**src/rtl/flow_lights_monitor_pkg.sv**
```systemverilog
// flow_lights_monitor_pkg: shared defaults, tracker state encoding and step counter width.
package flow_lights_monitor_pkg;
    localparam int LED_W_DEF   = 16;
    localparam int MAX_RUN_DEF = 7;
    localparam int STEP_W      = 8;
    typedef enum logic [1:0] {IDLE, TRACK, FAULT} state_t;
endpackage

```
**src/rtl/flow_lights_monitor_decode.sv**
```systemverilog
// flow_run_decode: finds the single circular run of ones in an LED vector (legal flag, length, start index).
module flow_run_decode
    import flow_lights_monitor_pkg::*;
#(
    parameter int LED_W   = LED_W_DEF,
    parameter int MAX_RUN = MAX_RUN_DEF,
    localparam int POS_W  = $clog2(LED_W),
    localparam int RUN_W  = $clog2(MAX_RUN + 1)
) (
    input  logic [LED_W-1:0] i_led,
    output logic             o_legal,
    output logic [RUN_W-1:0] o_count,
    output logic [POS_W-1:0] o_pos
);
    localparam int SUM_W = $clog2(LED_W + 1);
    logic [SUM_W-1:0] w_ones;
    logic [SUM_W-1:0] w_starts;
    logic [POS_W-1:0] w_start;
    // A run start is a lit LED whose circular predecessor is dark; zero and all-ones have none.
    always_comb begin
        w_ones   = '0;
        w_starts = '0;
        w_start  = '0;
        for (int i = 0; i < LED_W; i++) begin
            w_ones = w_ones + SUM_W'(i_led[i]);
            if (i_led[i] && !i_led[(i + LED_W - 1) % LED_W]) begin
                w_starts = w_starts + SUM_W'(1);
                w_start  = POS_W'(i);
            end
        end
    end
    assign o_legal = (w_starts == SUM_W'(1)) && (int'(w_ones) <= MAX_RUN);
    assign o_count = o_legal ? RUN_W'(w_ones) : '0;
    assign o_pos   = o_legal ? w_start : '0;
endmodule

```
**src/rtl/flow_lights_monitor.sv**
```systemverilog
// flow_lights_monitor: checks a flow-lights LED pattern each cycle and tracks single-position steps,
// resizes and protocol violations against a stored baseline run.
module flow_lights_monitor
    import flow_lights_monitor_pkg::*;
#(
    parameter int LED_W   = LED_W_DEF,
    parameter int MAX_RUN = MAX_RUN_DEF,
    localparam int POS_W  = $clog2(LED_W),
    localparam int RUN_W  = $clog2(MAX_RUN + 1)
) (
    input  logic              clock,
    input  logic              reset,
    input  logic [LED_W-1:0]  io_led,
    input  logic              io_clear,
    output logic              io_valid,
    output logic [RUN_W-1:0]  io_ledCount,
    output logic [POS_W-1:0]  io_pos,
    output logic              io_step,
    output logic              io_resize,
    output logic [STEP_W-1:0] io_stepCount,
    output logic              io_error
);
    state_t           r_state;
    logic [RUN_W-1:0] r_base_count;
    logic [POS_W-1:0] r_base_pos;
    logic             w_legal;
    logic             w_zero;
    logic             w_bad;
    logic [RUN_W-1:0] w_count;
    logic [POS_W-1:0] w_pos;
    logic [POS_W-1:0] w_next_pos;

    flow_run_decode #(.LED_W(LED_W), .MAX_RUN(MAX_RUN)) u_decode (
        .i_led  (io_led),
        .o_legal(w_legal),
        .o_count(w_count),
        .o_pos  (w_pos)
    );

    assign w_zero     = io_led == '0;
    assign w_bad      = !w_zero && !w_legal;
    assign w_next_pos = (r_base_pos == POS_W'(LED_W - 1)) ? '0 : r_base_pos + POS_W'(1);

    always_ff @(posedge clock) begin
        if (reset) begin
            r_state      <= IDLE;
            r_base_count <= '0;
            r_base_pos   <= '0;
            io_valid     <= 1'b0;
            io_ledCount  <= '0;
            io_pos       <= '0;
            io_step      <= 1'b0;
            io_resize    <= 1'b0;
            io_stepCount <= '0;
            io_error     <= 1'b0;
        end else begin
            io_valid    <= w_legal;
            io_ledCount <= w_count;
            io_pos      <= w_pos;
            io_step     <= 1'b0;
            io_resize   <= 1'b0;
            if (io_clear)
                io_stepCount <= '0;
            case (r_state)
                IDLE: begin
                    if (w_bad) begin
                        r_state  <= FAULT;
                        io_error <= 1'b1;
                    end else if (w_legal) begin
                        r_state      <= TRACK;
                        r_base_count <= w_count;
                        r_base_pos   <= w_pos;
                    end
                end
                TRACK: begin
                    if (w_bad) begin
                        r_state  <= FAULT;
                        io_error <= 1'b1;
                    end else if (w_zero) begin
                        r_state <= IDLE;
                    end else if (w_count == r_base_count && w_pos == r_base_pos) begin
                        r_state <= TRACK;
                    end else if (w_count == r_base_count && w_pos == w_next_pos) begin
                        io_step    <= 1'b1;
                        r_base_pos <= w_pos;
                        // A coincident clear wins over the increment.
                        if (!io_clear && io_stepCount != '1)
                            io_stepCount <= io_stepCount + STEP_W'(1);
                    end else if (w_pos == r_base_pos) begin
                        io_resize    <= 1'b1;
                        r_base_count <= w_count;
                    end else begin
                        r_state  <= FAULT;
                        io_error <= 1'b1;
                    end
                end
                default: begin
                    if (io_clear) begin
                        r_state  <= IDLE;
                        io_error <= 1'b0;
                    end
                end
            endcase
        end
    end
endmodule

```
**config.mk**
```make
export PLATFORM = sky130hd
export DESIGN_NAME = flow_lights_monitor
export DESIGN_NICKNAME = d
export VERILOG_FILES = /design/src/rtl/flow_lights_monitor_pkg.sv /design/src/rtl/flow_lights_monitor_decode.sv /design/src/rtl/flow_lights_monitor.sv
export SDC_FILE = /design/constraint.sdc
export NUM_CORES = 1
export LEC_CHECK = 0
export ABC_CLOCK_PERIOD_IN_PS = 29400
export BUFFER_PORTS_ARGS = -buffer_cell sky130_fd_sc_hd__clkbuf_2
export CAP_MARGIN = 20
export CORE_ASPECT_RATIO = 0.8
export CORE_UTILIZATION = 60
export DETAILED_ROUTE_END_ITERATION = 6
export GPL_TIMING_DRIVEN = 0
export PLACE_DENSITY_LB_ADDON = 0.15
export SYNTH_ARGS = -nofsm -noshare
export SYNTH_HDL_FRONTEND = slang
export SYNTH_SLANG_ARGS = --single-unit
```
**constraint.sdc**
```tcl
create_clock -name clock -period 29.4 [get_ports clock]
set_input_delay 1.47 -clock clock [delete_from_list [all_inputs] [get_ports clock]]
set_output_delay 1.47 -clock clock [all_outputs]
set_load 0.01 [all_outputs]
```
# Word level (Yosys, flattened, before mapping)
# Cells that the tools add are included.
[word_totals] word_cells=192 reg_bits=28 out_inout_bits=19 in_bits=19
[op_classes] n_eq_ne=23 bitwise_logic=1 mux=75 order_cmp=1 addsub=32 reduce_logical=50
[op_table] op="$mux 5" n=15
[op_table] op="$add 5x1->5" n=14
[op_table] op="$add 5x1->5 const B" n=14
[op_table] op="$mux 4" n=16
[op_table] op="$mux 8" n=7
[op_table] op="$mux 3" n=12
[op_table] op="$logic_and 1x1->1" n=21
[op_table] op="$mux 2" n=10
[op_table] op="$logic_not 1->1" n=19
[op_table] op="$logic_not 16->1" n=1
[op_table] op="$ne 2x2->1 const B" n=8
[op_table] op="$ne 3x3->1 const B" n=4
[op_table] op="$mux 1" n=11
[op_table] op="$ne 5x5->1 const B" n=2
[op_table] op="$add 8x1->8 const B" n=1
[op_table] op="$eq 4x4->1" n=2
[op_table] op="$ne 8x8->1 const B" n=1
[op_table] op="$pmux 4 s2" n=1
[op_table] op="$reduce_and 8->1" n=1
[op_table] op="$reduce_and 7->1" n=1
[op_table] op="$pmux 3 s2" n=1
[op_table] op="$reduce_and 6->1" n=1
[op_table] op="$reduce_or 6->1" n=1
[op_table] op="$eq 5x1->1 const B" n=1
[op_table] op="17 further kinds" n=17

# Depth between registers and ports, before layout
[depth] word_depth=43 depth_mapped=54 depth_no_buf=54

# Cells and area by module
# From an unflattened synthesis, not the netlist that was laid out.
[hier_totals] cells_unflattened=428 hier_area_um2=3578.4
[modules_own_cells] mod="flow_run_decode" n_inst=1 cells_each=266 seq_area_each_um2=0.0 area_per_inst_um2=2084.5
[modules_own_cells] mod="flow_lights_monitor" n_inst=1 cells_each=162 seq_area_each_um2=560.5 area_per_inst_um2=1493.9

# Worst setup path before layout
# Ideal clock, no wire load.
[synth_timing] path_kind="input to register" start="in io_led[0]" end="reg r_base_count[0]" t_arrival_ps=11787 path_stages=53 setup_slack_ps=17492 n_path_buf=0 cell_sequence="inv_1 -> ha_1 -> ha_1 -> xnor2_1 -> ha_1 -> nand2_1 -> a31oi_1 -> ha_1 -> inv_1 -> o211ai_2 -> ha_1 -> nor2_1 -> o21bai_1 -> inv_2 -> ha_1 -> nand2_1 -> o22ai_1 -> ha_1 -> [... 17 more ...] -> o221ai_1 -> a31oi_1 -> ha_1 -> mux2_2 -> ha_1 -> mux2_2 -> ha_1 -> a32oi_1 -> xor2_1 -> xnor2_1 -> xnor2_1 -> nor3_1 -> a32oi_1 -> nor3_4 -> nand2_2 -> mux2_4 -> o32ai_4 -> mux2_4"
[synth_between] elab_chain_cells=41 elab_cells_between_ends=94 classes_between="add/sub: 30; order compare: 1; eq/ne: 11; mux: 41; reduce/logical: 11"
[synth_lines] item="start, declared" line="flow_lights_monitor.sv:13" rtl="input logic [LED_W-1:0] io_led,"
[synth_lines] item="$logic_and 1x1->1" line="flow_lights_monitor_decode.sv:26" rtl="if (i_led[i] && !i_led[(i + LED_W - 1) % LED_W]) begin"
[synth_lines] item="$mux 1" line="flow_lights_monitor_decode.sv:26"
[synth_lines] item="$add 1x1->2" line="flow_lights_monitor_decode.sv:27" rtl="w_starts = w_starts + SUM_W'(1);"
[synth_lines] item="$mux 5" line="flow_lights_monitor_decode.sv:26"
[synth_lines] item="$add 5x1->5" line="flow_lights_monitor_decode.sv:27"
[synth_lines] item="$mux 5" line="flow_lights_monitor_decode.sv:26"
[synth_lines] item="$add 5x1->5" line="flow_lights_monitor_decode.sv:27"
[synth_lines] item="$mux 5" line="flow_lights_monitor_decode.sv:26"
[synth_lines] item="[... 25 more ...]"
[synth_lines] item="$logic_and 1x1->1" line="flow_lights_monitor_decode.sv:32" rtl="assign o_legal = (w_starts == SUM_W'(1)) && (int'(w_ones) <= MAX_RUN);"
[synth_lines] item="$mux 3" line="flow_lights_monitor_decode.sv:33" rtl="assign o_count = o_legal ? RUN_W'(w_ones) : '0;"
[synth_lines] item="$mux 3" line="flow_lights_monitor.sv:89" rtl="end else if (w_pos == r_base_pos) begin"
[synth_lines] item="$mux 3" line="flow_lights_monitor.sv:83" rtl="end else if (w_count == r_base_count && w_pos == w_next_pos) begin"
[synth_lines] item="$mux 3" line="flow_lights_monitor.sv:81" rtl="end else if (w_count == r_base_count && w_pos == r_base_pos) begin"
[synth_lines] item="$mux 3" line="flow_lights_monitor.sv:79" rtl="end else if (w_zero) begin"
[synth_lines] item="$mux 3" line="flow_lights_monitor.sv:76" rtl="if (w_bad) begin"
[synth_lines] item="$pmux 3 s2" line="flow_lights_monitor.sv:64" rtl="case (r_state)"
[synth_lines] item="end signal, assigned" line="flow_lights_monitor.sv:71" rtl="r_base_count <= w_count;"
[synth_lines] item="end signal, assigned" line="flow_lights_monitor.sv:91" rtl="r_base_count <= w_count;"
[synth_lines] item="end, declared" line="flow_lights_monitor.sv:24" rtl="logic [RUN_W-1:0] r_base_count;"
# Parallel ways exist; a longest one is shown, timed or not. The select of a mux whose other input is x is not followed.
# A chain may end at the register's enable or synchronous reset.

# Worst setup path after layout
[layout_timing] start="in io_led[1]" end="reg r_base_count[2]"
[layout_between] elab_chain_cells=39 elab_cells_between_ends=92 classes_between="add/sub: 29; order compare: 1; eq/ne: 11; mux: 40; reduce/logical: 11"
[layout_lines] item="$logic_and 1x1->1" line="flow_lights_monitor_decode.sv:26"
[layout_lines] item="$mux 5" line="flow_lights_monitor_decode.sv:26"
[layout_lines] item="$add 5x1->5" line="flow_lights_monitor_decode.sv:27"
[layout_lines] item="$mux 5" line="flow_lights_monitor_decode.sv:26"
[layout_lines] item="$add 5x1->5" line="flow_lights_monitor_decode.sv:27"
[layout_lines] item="$mux 5" line="flow_lights_monitor_decode.sv:26"
[layout_lines] item="$add 5x1->5" line="flow_lights_monitor_decode.sv:27"
[layout_lines] item="$mux 5" line="flow_lights_monitor_decode.sv:26"
[layout_lines] item="[... 23 more ...]"
[layout_lines] item="$logic_and 1x1->1" line="flow_lights_monitor_decode.sv:32"
[layout_lines] item="$mux 3" line="flow_lights_monitor_decode.sv:33"
[layout_lines] item="$mux 3" line="flow_lights_monitor.sv:89"
[layout_lines] item="$mux 3" line="flow_lights_monitor.sv:83"
[layout_lines] item="$mux 3" line="flow_lights_monitor.sv:81"
[layout_lines] item="$mux 3" line="flow_lights_monitor.sv:79"
[layout_lines] item="$mux 3" line="flow_lights_monitor.sv:76"
[layout_lines] item="$pmux 3 s2" line="flow_lights_monitor.sv:64"
# Parallel ways exist; a longest one is shown, timed or not. The select of a mux whose other input is x is not followed.

==> impl_metrics.ini <==
[status]
outcome = complete, no violations

[floorplanning]
num_rows = 25
dieArea_um2 = 6600
chipHeight_um = 72.9
die_w_um = 90.6
start_util_pct = 63.1
core_um2 = 5970
boundaryPins = 38

[timing]
max_slew.worst_pin.slew_ns = 0.942
fin_skew_ns = 0.00178
maxSlewViolCount = 0
period_needed_ns = 13.11
rsz0062_at_grt = false
finalSetupViolCount = 0
fin_hold_ws_ns = 0.528
max-slew-margin-rel_pct = 36.6
maxClockFrequency_mhz = 76.3
tns_ns = 0
period_share_pct = 44.6
finalHoldViolCount = 0

[placed_design]
dpl_cell_area_um2 = 4050
io_buffer_count = 35
gp_congestion = 0.906
dpl.hpwl_um = 7500

[grt]
antenna_found_initial = 0
grt_pass1_vias = 3190
grt_max_degree = 17
grt_usage_pct = 28.3
grt_overflow = 0
grt_pass1_wl_um = 15300

[critical_path]
critPathCaptureType = flip-flop
slowest_delay_ns = 0.47
critPathMostFrequentCell = ha_1
crit-reg2reg-capture = r_base_pos[3]$_SDFFE_PP0P_
r2r_slack_ns = 26.56
cp_data_required_time_ns = 29.58
cp_max_fo = 8
crit_type = input port to flip-flop
startpoint_type = input port
r2r_start = r_base_pos[0]$_SDFFE_PP0P_
rr_worst_depth = 9
crit_slowest_cell = a211oi_2
arrival_ns = 13.29

[clock_tree]
clk_latency_ns = 0.28
cts_buffer_depth = 2
cts_made_buffers = 3
clock_sinks = 28
htreeDepth = 1
cts.clk_slew.worst_paths_ns = 0.10
ctsResizeCount = 0
cts_root_buf = clkbuf_8
cts_tree = done
postCtsHoldBufs = 0
post_cts_buffers = 0

[synthesis]
synth_top_family_by_area = simple AND/OR/NAND/NOR gates
seq_area_frac_synth_pct = 14.9
syn-cell-area_um2 = 3770
synth_edf_count = 0
synthesis.nets = 533
synthXorXnorAreaFrac_pct = 11.0
synth_top_area_share_pct = 14.9
syn_inst = 478
synth-seq-cells = 28
synth.area.top_cells = dfxtp_1, ha_1, xnor2_1
synthMuxAreaShare_pct = 4.22
synthAdderAreaFrac_pct = 13.9
synth-compound-area-share_pct = 24.0
async_flop_share_pct = 0
synth_commonest_cells = nor2_1, inv_1, nand2_1
yosysTopAreaCell = dfxtp_1
synth.most_common_cell = nor2_1
syn_avg_cell_area_um2 = 7.88
yosys.cell_types.count = 73
synthSimpleGateAreaFrac_pct = 25.3
synth_ff_type = dfxtp_1
ys_warn_count = 0

[detailed_routing]
antenna_left = 0
routed_wirelength_um = 9240
drt_iter0_drc = 262
viasPerCell = 6.20
route.detailed.drc = 0
vias = 3708
wire_per_inst_um = 15.5
dr.pass1.iters = 5

[power]
leakagePower_uw = 0.00185
peakVddDrop_mv = 0.0521
p_per_area_nw_per_um2 = 57.7

[layout]
fin_area_um2 = 4120
drive_above_1_share_pct = 14.3
fin_nets = 573
fillers = 514
final_util_pct = 68.9
num_antenna_cells = 0
area_delta_synth_final_pct = 9.23

[min_path]
hold_end = io_stepCount[6]$_SDFF_PP0_
min_path_type = flip-flop to flip-flop
hold_depth = 1
min_from = io_stepCount[6]$_SDFF_PP0_

[flow_run]
cap_violations = 0
==> cell usage in the layout, fill, tap and decap left out, types with 6 or more instances in the layout <==
cell type,synthesis,layout
a211o_1,8,8
a21o_1,6,6
a21oi_1,23,23
a31oi_1,7,7
and2_1,6,6
clkbuf_1,6,6
clkbuf_2,0,35
dfxtp_1,28,28
fa_1,10,10
ha_1,26,26
inv_1,40,40
nand2_1,36,36
nand2b_1,15,15
nand3_1,12,12
nand4_1,7,7
nor2_1,43,43
nor2b_1,10,10
nor3_1,13,13
nor4_1,9,9
o211ai_1,8,8
o21ai_0,21,21
xnor2_1,24,24
xor2_1,8,8
==> stage by stage <==
stage | cells | total power [uW] | setup slack (ns)
after floorplan | 478 | 170 | 17.49
after global placement | 594 | 198 | 16.34
after detailed placement | 594 | 204 | 16.12
after CTS | 598 | 236 | 16.40
after global routing | 598 | 257 | 15.52
final | 598 | 237 | 16.29
==> state kept, by name, indices dropped and copies added, names as in the netlist <==
register,count
r_state,2
io_resize,1
io_error,1
r_base_pos,4
io_step,1
io_pos,4
io_ledCount,3
r_base_count,3
io_stepCount,8
io_valid,1
==> where the power goes <==
group | switching, uW | internal [uW] | total (uW)
combinational | 92.9 | 68.8 | 162
clock | 12.6 | 18.3 | 30.8
sequential | 2.69 | 42.2 | 44.9
total | 108 | 129 | 237
==> routing by layer <==
metal	vias up	global-route usage [%]	routed length, um
li1	1811	-	-
met1	1751	43.0	4730
met2	140	44.0	3920
met3	6	4.06	549
met4	0	1.97	41
met5	-	0	0
==> kinds of logic (layout without fill, tap and decap cells) <==
group           count (synthesis)  after routing
mux                            13             13
buf+inv                        58             97
xor+xnor                       38             38
fa+ha+maj                      36             36
simple gates                  181            181
compound gates                124            124
flops                          28             28
==> how the worst max path moves through the flow <==
| stage | slack (ns) | endpoint | start |
|---|---|---|---|
| floorplan | 17.49 | r_base_count[0]$_SDFFE_PP0P_ | io_led[0] |
| global placement | 16.34 | r_base_count[1]$_SDFFE_PP0P_ | io_led[1] |
| detailed placement | 16.12 | r_base_count[1]$_SDFFE_PP0P_ | io_led[1] |
| CTS | 16.40 | r_base_count[1]$_SDFFE_PP0P_ | io_led[0] |
| global route | 15.52 | r_base_count[1]$_SDFFE_PP0P_ | io_led[0] |
| finish | 16.29 | r_base_count[2]$_SDFFE_PP0P_ | io_led[1] |
==> critical path: cells and delay by family <==
family	cells	cell delay, ns
buffers and inverters	4	0.35
multiplexers	5	1.55
XOR/XNOR	4	0.66
AND/OR/NAND/NOR	8	1.43
AO/OA/AOI/OAI	17	3.25
adder cells (fa/ha/maj)	15	4.53
==> final cells by class <==
| cell class | instances | area (um^2) | share of cell area, % |
|---|---|---|---|
| Clock inverter | 1 | 30.0 | 0.729 |
| Sequential cell | 28 | 561 | 13.6 |
| Timing Repair Buffer | 35 | 175 | 4.26 |
| Tap cell | 81 | 101 | 2.46 |
| Buffer | 16 | 93.8 | 2.28 |
| Multi-Input combinational cell | 392 | 2960 | 71.8 |
| Clock buffer | 3 | 41.3 | 1.00 |
| Inverter | 42 | 159 | 3.86 |
No activity file was read; power rests on OpenSTA's default activity.
